`src/rtl/keypad_calc_sequencer.sv`:
```
`default_nettype none
// ============================================================================
// Module   : keypad_calc_sequencer
// Purpose  : Turns the keypad scanner's key_pulse/key_code stream into a
//            two-operand add transaction. Collects up to DIGITS decimal digits
//            for operand A (committed with 'A') and operand B (committed with
//            '#'). Each operand is converted BCD->binary. A start/done
//            handshake then runs with the arithmetic unit, and the sum is held
//            for display.
// Ports    : clk, rst_n (sync, active low)
//            key_pulse, key_code[3:0]       - scanner event stream
//            alu_done, alu_result[OPW:0]    - arithmetic unit response
//            op_a, op_b [OPW-1:0]           - committed binary operands
//            alu_start                      - one-cycle start strobe
//            entry_bcd[4*DIGITS-1:0], entry_len[2:0] - digits being typed
//            result[OPW:0], result_valid    - latched sum, valid in SHOW
//            phase[2:0]                     - 0..5 = ENTER_A..ERROR
//            err_overflow (sticky), err_timeout (ERROR phase)
// Options  : define KEYPAD_BACKSPACE_EN to make 'B' delete the last digit.
// Revision : 1.0 - initial release
// ============================================================================
module keypad_calc_sequencer #(
  parameter int DIGITS         = 3,
  parameter int OPW            = 10,
  parameter int TIMEOUT_CYCLES = 1000
) (
  input  logic                clk,
  input  logic                rst_n,
  input  logic                key_pulse,
  input  logic [3:0]          key_code,
  input  logic                alu_done,
  input  logic [OPW:0]        alu_result,
  output logic [OPW-1:0]      op_a,
  output logic [OPW-1:0]      op_b,
  output logic                alu_start,
  output logic [4*DIGITS-1:0] entry_bcd,
  output logic [2:0]          entry_len,
  output logic [OPW:0]        result,
  output logic                result_valid,
  output logic [2:0]          phase,
  output logic                err_overflow,
  output logic                err_timeout
);

  localparam int EW = 4 * DIGITS;
  localparam int CW = $clog2(TIMEOUT_CYCLES) + 1;

  localparam logic [3:0] KEY_A    = 4'd3;
  localparam logic [3:0] KEY_STAR = 4'd12;
  localparam logic [3:0] KEY_HASH = 4'd14;
`ifdef KEYPAD_BACKSPACE_EN
  localparam logic [3:0] KEY_B    = 4'd7;
`endif

  typedef enum logic [2:0] {
    ST_ENTER_A   = 3'd0,
    ST_ENTER_B   = 3'd1,
    ST_START     = 3'd2,
    ST_WAIT_DONE = 3'd3,
    ST_SHOW      = 3'd4,
    ST_ERROR     = 3'd5
  } state_t;

  state_t          r_state, w_state;
  logic [OPW-1:0]  r_op_a, w_op_a;
  logic [OPW-1:0]  r_op_b, w_op_b;
  logic [EW-1:0]   r_entry, w_entry;
  logic [2:0]      r_len, w_len;
  logic [OPW:0]    r_result, w_result;
  logic            r_ovf, w_ovf;
  logic [CW-1:0]   r_cnt, w_cnt;

  logic            w_is_digit;
  logic [3:0]      w_digit;
  logic            w_clear;

  // Horner evaluation, most significant nibble first; truncated to OPW.
  function automatic logic [OPW-1:0] bcd_to_bin(input logic [EW-1:0] bcd);
    logic [31:0] acc;
    acc = '0;
    for (int i = DIGITS - 1; i >= 0; i--) begin
      acc = acc * 32'd10 + {28'd0, bcd[4*i +: 4]};
    end
    return acc[OPW-1:0];
  endfunction

  // Keypad layout: the digit keys are not contiguous in code space.
  always_comb begin
    w_is_digit = 1'b1;
    w_digit    = 4'd0;
    case (key_code)
      4'd0:    w_digit = 4'd1;
      4'd1:    w_digit = 4'd2;
      4'd2:    w_digit = 4'd3;
      4'd4:    w_digit = 4'd4;
      4'd5:    w_digit = 4'd5;
      4'd6:    w_digit = 4'd6;
      4'd8:    w_digit = 4'd7;
      4'd9:    w_digit = 4'd8;
      4'd10:   w_digit = 4'd9;
      4'd13:   w_digit = 4'd0;
      default: w_is_digit = 1'b0;
    endcase
  end

  always_ff @(posedge clk) begin
    if (!rst_n) begin
      r_state  <= ST_ENTER_A;
      r_op_a   <= '0;
      r_op_b   <= '0;
      r_entry  <= '0;
      r_len    <= '0;
      r_result <= '0;
      r_ovf    <= 1'b0;
      r_cnt    <= '0;
    end else begin
      r_state  <= w_state;
      r_op_a   <= w_op_a;
      r_op_b   <= w_op_b;
      r_entry  <= w_entry;
      r_len    <= w_len;
      r_result <= w_result;
      r_ovf    <= w_ovf;
      r_cnt    <= w_cnt;
    end
  end

  always_comb begin
    w_state  = r_state;
    w_op_a   = r_op_a;
    w_op_b   = r_op_b;
    w_entry  = r_entry;
    w_len    = r_len;
    w_result = r_result;
    w_ovf    = r_ovf;
    w_cnt    = r_cnt;
    w_clear  = 1'b0;

    case (r_state)
      ST_ENTER_A, ST_ENTER_B: begin
        if (key_pulse) begin
          if (w_is_digit) begin
            if (r_len < 3'(DIGITS)) begin
              w_entry = (r_entry << 4) | EW'(w_digit);
              w_len   = r_len + 3'd1;
            end else begin
              w_ovf = 1'b1;
            end
          end else if (key_code == KEY_STAR) begin
            w_clear = 1'b1;
          end else if (key_code == KEY_A && r_state == ST_ENTER_A) begin
            w_op_a  = bcd_to_bin(r_entry);
            w_entry = '0;
            w_len   = '0;
            w_state = ST_ENTER_B;
          end else if (key_code == KEY_HASH && r_state == ST_ENTER_B) begin
            w_op_b  = bcd_to_bin(r_entry);
            w_entry = '0;
            w_len   = '0;
            w_state = ST_START;
          end
`ifdef KEYPAD_BACKSPACE_EN
          else if (key_code == KEY_B && r_len != 3'd0) begin
            w_entry = r_entry >> 4;
            w_len   = r_len - 3'd1;
            w_ovf   = 1'b0;
          end
`endif
        end
      end

      ST_START: begin
        w_cnt   = '0;
        w_state = ST_WAIT_DONE;
      end

      // Keys are dropped here; done takes priority over the timeout check.
      ST_WAIT_DONE: begin
        if (alu_done) begin
          w_result = alu_result;
          w_state  = ST_SHOW;
        end else if (r_cnt == CW'(TIMEOUT_CYCLES - 1)) begin
          w_state = ST_ERROR;
        end else begin
          w_cnt = r_cnt + 1'b1;
        end
      end

      // A digit starts a fresh calculation with that digit already entered.
      ST_SHOW: begin
        if (key_pulse) begin
          if (w_is_digit) begin
            w_op_a   = '0;
            w_op_b   = '0;
            w_result = '0;
            w_entry  = EW'(w_digit);
            w_len    = 3'd1;
            w_state  = ST_ENTER_A;
          end else if (key_code == KEY_STAR) begin
            w_clear = 1'b1;
          end
        end
      end

      ST_ERROR: begin
        if (key_pulse && key_code == KEY_STAR) begin
          w_clear = 1'b1;
        end
      end

      default: w_state = ST_ENTER_A;
    endcase

    if (w_clear) begin
      w_op_a   = '0;
      w_op_b   = '0;
      w_entry  = '0;
      w_len    = '0;
      w_result = '0;
      w_ovf    = 1'b0;
      w_state  = ST_ENTER_A;
    end
  end

  assign op_a         = r_op_a;
  assign op_b         = r_op_b;
  assign entry_bcd    = r_entry;
  assign entry_len    = r_len;
  assign result       = r_result;
  assign err_overflow = r_ovf;
  assign phase        = r_state;
  assign alu_start    = (r_state == ST_START);
  assign result_valid = (r_state == ST_SHOW);
  assign err_timeout  = (r_state == ST_ERROR);

endmodule
`default_nettype wire

```
`config.mk`:
```
export PLATFORM = sky130hd
export DESIGN_NAME = keypad_calc_sequencer
export DESIGN_NICKNAME = d
export VERILOG_FILES = /design/src/rtl/keypad_calc_sequencer.sv
export SDC_FILE = /design/constraint.sdc
export NUM_CORES = 1
export LEC_CHECK = 0
export BUFFER_PORTS_ARGS = -buffer_cell sky130_fd_sc_hd__clkbuf_2
export CORE_MARGIN = 3
export CORE_UTILIZATION = 62
export CTS_BUF_LIST = sky130_fd_sc_hd__clkbuf_8
export DETAILED_ROUTE_END_ITERATION = 12
export HOLD_SLACK_MARGIN = 0.03
export PLACE_DENSITY = 0.95
export SYNTH_ARGS = -nofsm -noshare
export SYNTH_HDL_FRONTEND = slang
export SYNTH_SLANG_ARGS = --single-unit
```
`constraint.sdc`:
```
create_clock -name clk -period 8.4 [get_ports clk]
set_clock_uncertainty 0.2 [all_clocks]
set_input_delay 0.84 -clock clk [delete_from_list [all_inputs] [get_ports clk]]
set_output_delay 0.84 -clock clk [all_outputs]
set_load 0.02 [all_outputs]
```
# ---- Yosys cells after proc, flatten, opt, wreduce, memory -nomap -nowiden
# Cells that the tools add are included.
dict set report classes {
  n_addsub 4
  mul 2
  magnitude_cmp 1
  eq_ne 34
  n_mux 55
  bitwise 4
  n_reduce_logical 19
}
# cell count
set op_table {}
lappend op_table {{$mux 10} 11}
lappend op_table {{$mux 12} 8}
lappend op_table {{$mux 11} 5}
lappend op_table {{$mux 3} 17}
lappend op_table {{$pmux 11 s2} 2}
lappend op_table {{$pmux 10 s2} 2}
lappend op_table {{$pmux 4 s9} 1}
lappend op_table {{$eq 4x4->1 const B} 6}
lappend op_table {{$pmux 12 s2} 1}
lappend op_table {{$ne 2x2->1 const B} 10}
lappend op_table {{$reduce_and 8->1} 2}
lappend op_table {{$pmux 3 s5} 1}
lappend op_table {{$reduce_and 7->1} 2}
lappend op_table {{$eq 4x3->1 const B} 3}
lappend op_table {{$ne 3x3->1 const B} 4}
lappend op_table {{$or 12x4->12} 1}
lappend op_table {{$add 11x1->11 const B} 1}
lappend op_table {{$eq 11x10->1 const B} 1}
lappend op_table {{$add 10x4->10} 1}
lappend op_table {{$reduce_or 10->1} 1}
lappend op_table {{$add 8x4->9} 1}
lappend op_table {{$mul 9x3->9 const B} 1}
lappend op_table {{$eq 4x2->1 const B} 2}
lappend op_table {{$reduce_and 4->1} 2}
lappend op_table {{other kinds (20)} 33}
dict set report totals {
  reg_bits 61
  input_bits 19
  out_inout_bits 53
}

# ---- Depth between registers and ports, before layout
# Gate-level depths: netlist of run 1.
dict set report depth {
  depth_word 10
  ltp_mapped 14
  mapped_depth_nobuf 14
}

# ---- Least setup slack after synthesis of run 1
# Ideal clock, no wire load.
dict set report synth_timing {
  kind {reg2reg}
  from {register r_entry[11], in the netlist entry_bcd[11]}
  to {register r_op_a[9], in the netlist op_a[9]}
  setup_time_ps 62
  arrival_ps 3758
  required_time_ps 8138
  slack_ps 4380
  path_stages_with_launch 15
  n_path_buf 0
  synth_period_minus_slack_ps 4020
  cell_sequence {dfxtp_1 ha_1 ha_1 fa_1 o211ai_1 nor2_1 xor2_1 ha_1 ha_1 nor2_1 a21oi_1 xnor2_1 o31a_1 or4b_1 nand3_1}
}
dict set report synth_via {
  elab_chain_len 9
}
# element line
set synth_rtl {}
lappend synth_rtl {{from (decl)} 67} ;# logic [EW-1:0] r_entry, w_entry;
lappend synth_rtl {{from (signal assigned)} 120} ;# r_entry <= w_entry;
lappend synth_rtl {{$mul 4x3->7} 82} ;# acc = acc * 32'd10 + {28'd0, bcd[4*i +: 4]};
lappend synth_rtl {{$add 8x4->9} 82}
lappend synth_rtl {{$mul 9x3->9} 82}
lappend synth_rtl {{$add 10x4->10} 82}
lappend synth_rtl {{$mux 10} 151} ;# end else if (key_code == KEY_A && r_state == ST_ENTER_A) begin
lappend synth_rtl {{$mux 10} 149} ;# end else if (key_code == KEY_STAR) begin
lappend synth_rtl {{$mux 10} 142} ;# if (w_is_digit) begin
lappend synth_rtl {{$mux 10} 141} ;# if (key_pulse) begin
lappend synth_rtl {{$pmux 10 s2} 139} ;# case (r_state)
lappend synth_rtl {{to (signal assigned)} 118} ;# r_op_a <= w_op_a;
lappend synth_rtl {{to (decl)} 65} ;# logic [OPW-1:0] r_op_a, w_op_a;
# Every way passes these cells. The select of a mux whose other input is x is not followed.
# A chain may end at the register's enable or synchronous reset.

# ---- Worst setup path in the final report of run 1
# Ends and elaborated chain as after synthesis.

==> results of run 1 <==
per-layer routing:
layer	vias up	wire (um)	part of all wire (%)
li1	1634	-	-
met1	1623	3546	40
met2	132	4439	51
met3	23	592	6.7
met4	0	206	2.3
met5	-	0	0
worst reg2reg max path: stages (launching register included):
cell,delay [ns]
dfxtp_1,0.46
ha_1,0.29
ha_1,0.23
fa_1,0.55
o211ai_1,0.11
nor2_1,0.21
xor2_1,0.21
ha_1,0.27
ha_1,0.37
nor2_1,0.13
a21oi_1,0.06
xnor2_1,0.18
o31a_1,0.34
or4b_1,0.52
nand3_1,0.09
cell usage in the layout, fill, tap and decap left out, types with 2 or more instances in the layout:
cell type / Yosys / layout
and2_1: 4 / 4
o311ai_0: 2 / 2
and3_1: 4 / 4
clkbuf_8: 0 / 9
a22oi_1: 2 / 2
nand2_1: 35 / 35
a21o_1: 4 / 4
or3_1: 4 / 4
buf_4: 2 / 2
xnor2_1: 9 / 9
a211oi_2: 3 / 3
ha_1: 23 / 23
nand3_1: 35 / 35
inv_2: 2 / 2
nor3_1: 13 / 13
o21ai_0: 10 / 10
clkinv_2: 0 / 3
mux2i_1: 10 / 10
nor2_1: 45 / 45
o21ai_1: 4 / 4
fa_1: 4 / 4
clkbuf_2: 0 / 71
a211oi_1: 2 / 2
inv_1: 9 / 11
a21oi_1: 40 / 40
a32oi_1: 2 / 2
bufinv_16: 0 / 2
a31oi_1: 2 / 2
nand2b_1: 3 / 3
or4b_1: 2 / 2
o211ai_1: 3 / 3
dfxtp_1: 61 / 61
o31a_1: 2 / 2
nor4b_1: 3 / 3
nand3b_1: 4 / 4
nor2b_1: 6 / 6
xor2_1: 14 / 14
o31ai_1: 6 / 5
flip-flops by register name (all words and copies together), names as in the netlist:
register / count
entry_bcd: 12
entry_len: 3
err_overflow: 1
op_a: 10
op_b: 10
phase: 3
r_cnt: 11
result: 11
cell families (layout without fill, tap and decap cells):
group | Yosys count | in the layout | synth area share [%]
muxes | 11 | 11 | 3.126
buffers and inverters | 35 | 101 | 4.531
and+or+nand+nor | 166 | 166 | 22.90
adders and majority gates | 27 | 27 | 10.33
xor gates and xnor gates | 25 | 25 | 6.744
AOI/OAI and AO/OA | 97 | 97 | 18.09
DFF | 61 | 61 | 34.28
cells in the mapped netlist, drive strengths merged (3+ instances only):
| library cell | count |
|---|---|
| nor2b | 6 |
| buf | 15 |
| a211oi | 5 |
| and2 | 4 |
| nor2 | 45 |
| a21oi | 40 |
| mux2i | 10 |
| or3 | 4 |
| nor3 | 13 |
| o31ai | 6 |
| o211ai | 4 |
| inv | 11 |
| dfxtp | 61 |
| and3 | 4 |
| nand2 | 35 |
| fa | 4 |
| nor4b | 3 |
| xnor2 | 9 |
| nand2b | 3 |
| xor2 | 15 |
| nand3b | 4 |
| ha | 23 |
| a21o | 5 |
| o21ai | 15 |
| clkbuf | 8 |
| o31a | 3 |
| nand3 | 35 |
where the power goes:
| part | switching (mW) | total, mW | internal, mW |
|---|---|---|---|
| sequential | 0.00320 | 0.295 | 0.292 |
| clock | 0.112 | 0.276 | 0.163 |
| combinational | 0.0327 | 0.0498 | 0.0172 |
layout make-up:
| class | instances | area (um2) |
|---|---|---|
| flip-flops and latches | 61 | 1221 |
| fillers | 390 | 1211 |
| inverters | 12 | 45.04 |
| well taps | 70 | 87.58 |
| clock inverters | 7 | 82.58 |
| multi-input cells | 326 | 2193 |
| clock buffers | 9 | 123.9 |
| repair buffers | 73 | 370.4 |
worst min-delay path by stage:
stage                            to  cells after the start      start
after CTS                   op_a[5]                      2    op_a[5]
after global routing      result[1]                      2  result[1]
after floorplan            r_cnt[9]                      2   r_cnt[9]
after detailed placement  result[4]                      2  result[4]
after global placement    result[4]                      2  result[4]
final                     result[4]                      2  result[4]
==> flow_metrics.tcl, run 1 <==
set metrics [dict create \
    max_freq_mhz 233.8 \
    period_needed_ns 4.276 \
    cap_violations 0 \
    yosys.area.top_type_share_pct 34.28 \
    crit_chain "ha_1 -> ha_1 -> fa_1 -> o211ai_1 -> nor2_1 -> xor2_1 -> ha_1 -> ha_1 -> nor2_1 -> a21oi_1 -> xnor2_1 -> o31a_1 -> or4b_1 -> nand3_1" \
    holdWs_ns 0.2541 \
    slowest_delay_ns 0.55 \
    cts_resized 0 \
    path_class "flop to flop" \
    portBuffers 71 \
    grt_antenna_before_repair 0 \
    dpl_worst_slack_ns 4.178 \
    path_buf_inv 0 \
    hp-class "flop to flop" \
    drive_above_1_share_pct 20.70 \
    holdBufCountCts 0 \
    cellPowerDensity_nw_per_um2 150.5 \
    synth_edf_count 0 \
    vias 3412 \
    post-route-period-util_pct 50.91 \
    outcome "finished, final reports clean" \
    ir_drop_uv 171.4 \
    post-place-cells 542 \
    worst-path-stages 14 \
    top_usage_layer "met2" \
    htreeDepth 3 \
    grt_pass1_vias 3312 \
    die-area_um2 6691 \
    rsz0062_at_grt "false" \
    p_leak_nw 1.878 \
    crit_end "op_a[9]" \
    setup_viol 0 \
    crit_family "adder cells" \
    synth_cell_types 64 \
    cp_max_fo 6 \
    placeableCoreArea_um2 5335 \
    reg2reg_from "entry_bcd[11]" \
    r2r_slack_ns 4.12 \
    synth_flop_cell "dfxtp_1" \
    fin_setup_tns_ns 0 \
    cts_buffers 9 \
    async_reset_ff_share_pct 0 \
    dieWidth_um 81.80 \
    cp.required_ns 8.49 \
    diodes 0 \
    num_rows 26 \
    final_util_pct 77.30 \
    grt_overflow 0 \
    cp_data_arrival_time_ns 4.37 \
    ys_seq_area_share_pct 34.28 \
    initial_core_util_pct 66.77 \
    place_area_um2 3918 \
    r2r_cells 14 \
    synthToLayoutAreaGrowth_pct 15.77 \
    clock_sinks 61 \
    synthTopCellsByArea "dfxtp_1 (34%), ha_1 (8.1%), a21oi_1 (5.6%)" \
    wire_per_inst_um 15.74 \
    worstMarginPinSlew_ns 0.9401 \
    critPathCaptureType "flop" \
    clk_latency_ns 0.34 \
    ios 72 \
    cts_root_buffer "clkbuf_8" \
    synth-seq-cells 61 \
    final_area_um2 4124 \
    synth_area_per_cell_um2 8.441 \
    grt_usage_pct 28.22 \
    gp_congestion 0.9463 \
    synth_fp_nets 468 \
    yosys.area.top_type "dfxtp_1" \
    final_hold_viol_count 0 \
    cts.reportedPaths.clkPinSlew_ns 0.07 \
    antenna_left 0 \
    drc 0 \
    power_mw 0.6205 \
    path_common_cell "ha_1" \
    stdcell_count 558 \
    grt_pass1_wl_um 14750 \
    slew_violations 0 \
    synth_area_um2 3562 \
    timing.final.ws_setup_ns 4.124 \
    grt_max_degree 37 \
    chipHeight_um 81.80 \
    yosys_warnings 0 \
    max_slew_margin_pct 37.33 \
    via_per_inst 6.115 \
    clock_path_buffers 2 \
    slowest_stage "fa_1" \
    first_iter_violations 176 \
    r2r-end "op_a[9]" \
    nets 529 \
    grtUsageMet1_pct 32.12 \
    wirelength_um 8784 \
    dr.pass1.iters 5 \
    cp-startpoint "entry_bcd[11]" \
    post-cts-setup-buffer-count 0 \
    cts_tree "done" \
    met3_usage_pct 6.360 \
    syn_inst 422 \
    cp-start-kind "flop" \
    place_hpwl_um 6343 \
    use_met2_pct 50.48 \
]
No activity file was read; power rests on OpenSTA's default activity.
==> run 2, diff against run 1 <==
- ABC_AREA: default -> 1
- CORE_UTILIZATION: 62 -> 52
- PLACE_DENSITY: 0.95 -> 0.86
- clock period: 8.4 -> 3.8 ns (I/O delays scaled with it)
==> run 2 against run 1 <==
Clock power grew to 2.5 times the previous value; combinational power grew to 7.0 times the previous value; largest cell class unchanged; hold slack lost 0.20 ns; routed wire length grew 1.8%; via count grew 3.4%.
==> flow_metrics.tcl, run 2 <==
set metrics [dict create \
    vias 3529 \
    cp-start-kind "flop" \
    wire_per_inst_um 13.58 \
    max_freq_mhz 272.4 \
    path_class "flop to flop" \
    clk_latency_ns 0.34 \
    die-area_um2 7825 \
    post-route-period-util_pct 96.60 \
    synth_flop_cell "dfxtp_1" \
    placeableCoreArea_um2 6459 \
    num_rows 29 \
    final_cell_mix "nor2_1 (84), nand2_1 (73), clkbuf_2 (71), inv_1 (58), dfxtp_1 (58)" \
    final_common_cell "nor2_1" \
    cp_data_arrival_time_ns 3.69 \
    cellPowerDensity_nw_per_um2 404.0 \
    synth_area_per_cell_um2 7.016 \
    htreeDepth 3 \
    max_slew_margin_pct 61.21 \
    p_leak_nw 2.067 \
    holdWs_ns 0.05662 \
    async_reset_ff_share_pct 0 \
    worstMarginPinSlew_ns 0.5819 \
    final_hold_viol_count 0 \
    holdBufCountCts 0 \
    ir_drop_uv 231.5 \
    synth_area_um2 3536 \
    place_hpwl_um 6583 \
    synthTopCellsByArea "dfxtp_1 (35%), nor2_1 (8.9%), ha_1 (8.1%)" \
    setup_viol 0 \
    portBuffers 71 \
    cts_resized 0 \
    ys_top_cells_by_count "nor2_1 (84), nand2_1 (74), dfxtp_1 (61)" \
    clock_path_buffers 2 \
    first_iter_violations 154 \
    dieWidth_um 88.46 \
    synth_edf_count 0 \
    hp-class "input pin to flop" \
    cp_max_fo 5 \
    synth_cell_types 34 \
    syn_inst 504 \
    diodes 0 \
    yosys_warnings 0 \
    largest_reg_flops 12 \
    critPathCaptureType "flop" \
    grt_max_degree 32 \
    grt_usage_pct 23.92 \
    slew_violations 0 \
    synthToLayoutAreaGrowth_pct 20.56 \
    grt_pass1_vias 3463 \
    grt_overflow 0 \
    outcome "finished, final reports clean" \
    antenna_left 0 \
    cp.required_ns 3.82 \
    gp_congestion 0.9050 \
    grt_antenna_before_repair 0 \
    ios 72 \
    crit_family "adder cells" \
    path_buf_inv 2 \
    ys_seq_area_share_pct 34.54 \
    initial_core_util_pct 54.75 \
    period_needed_ns 3.671 \
    chipHeight_um 88.46 \
    yosysMostFrequentCell "nor2_1" \
    post-cts-setup-buffer-count 0 \
    clock_sinks 61 \
    dr.pass1.iters 4 \
    slowest_stage "fa_2" \
    cts.reportedPaths.clkPinSlew_ns 0.08 \
    synth_fp_nets 550 \
    yosys.area.top_type "dfxtp_1" \
    cts_buffers 9 \
    yosys.area.top_type_share_pct 34.54 \
    grt_pass1_wl_um 14940 \
    crit_chain "ha_1 -> ha_2 -> fa_2 -> nand2_1 -> inv_2 -> nand3_1 -> nand2_1 -> nand2_1 -> inv_1 -> ha_1 -> ha_4 -> a21oi_2 -> o21ai_1 -> xnor2_1 -> nor2_1 -> nand3_1 -> nand3_2 -> a21oi_2" \
    cts_root_buffer "clkbuf_8" \
    power_mw 1.722 \
    nets 622 \
    synth-seq-cells 61 \
    drive_above_1_share_pct 22.72 \
    drc 0 \
    via_per_inst 5.363 \
    wirelength_um 8938 \
    path_common_cell "nand2_1" \
    cts_tree "done" \
    cap_violations 0 \
    slowest_delay_ns 0.60 \
]
-- run 2: cell type report --
class,count,area (um2)
multi-input cells,365,2082
fillers,551,2196
inverters,66,247.7
repair buffers,73,370.4
flip-flops and latches,61,1227
clock inverters,7,115.1
clock buffers,9,123.9
well taps,77,96.34
-- run 2: stage by stage --
step / TNS, ns / instances / util, % / instance area [um2] / setup WS (ns)
2_1_floorplan: 0 / 504 / - / 3536 / 0.2394
6_report: 0 / 658 / 66.00 / 4263 / 0.1292
3_3_place_gp: 0 / 642 / 61.02 / 3941 / 0.2440
4_1_cts: 0 / 658 / 64.72 / 4180 / 0.008561
5_1_grt: -0.1320 / 658 / 66.00 / 4263 / -0.06856
3_5_place_dp: 0 / 642 / 61.02 / 3941 / 0.008748
-- run 2: worst reg2reg max path: stages, from the launching register on --
cell and delay, ns:
dfxtp_4 0.37, ha_1 0.29, ha_2 0.20, fa_2 0.60, nand2_1 0.08, inv_2 0.08
nand3_1 0.10, nand2_1 0.10, nand2_1 0.08, inv_1 0.06, ha_1 0.26, ha_4 0.27
a21oi_2 0.13, o21ai_1 0.09, xnor2_1 0.15, nor2_1 0.18, nand3_1 0.13, nand3_2 0.12
a21oi_2 0.06
-- run 2: cell families (layout without fill, tap and decap cells) --
family	Yosys count	count (layout)	synth area share, %
simple gates	214	214	26.86
flops	61	61	34.54
xor+xnor	10	10	2.477
fa+ha+maj	27	27	10.40
compound gates	114	114	16.99
buf+inv	78	155	8.740
-- run 2: path summary, 6_finish.rpt --
check / startpoint / endpoint / slack (ns) / depth (start not counted)
max: entry_bcd[9] / op_a[9] / 0.13 / 18
min: alu_result[8] / result[8] / 0.06 / 3
min reg2reg: entry_bcd[0] / entry_bcd[0] / 0.27 / 2
max reg2reg: entry_bcd[9] / op_a[9] / 0.13 / 18
-- run 2: routing by layer --
metal  track usage [%]  up-vias  routed length (um)
li1                  -     1794                   -
met1             28.72     1635                3888
met2             41.33       82                4529
met3             5.773       18                 368
met4             9.066        0                 153
met5                 0        -                   0
-- run 2: where the power goes --
group	internal [mW]	leakage (nW)	switching [mW]
clock	0.433	0.121	0.269
sequential	0.653	0.495	0.0165
combinational	0.132	1.45	0.218
total	1.22	2.07	0.504
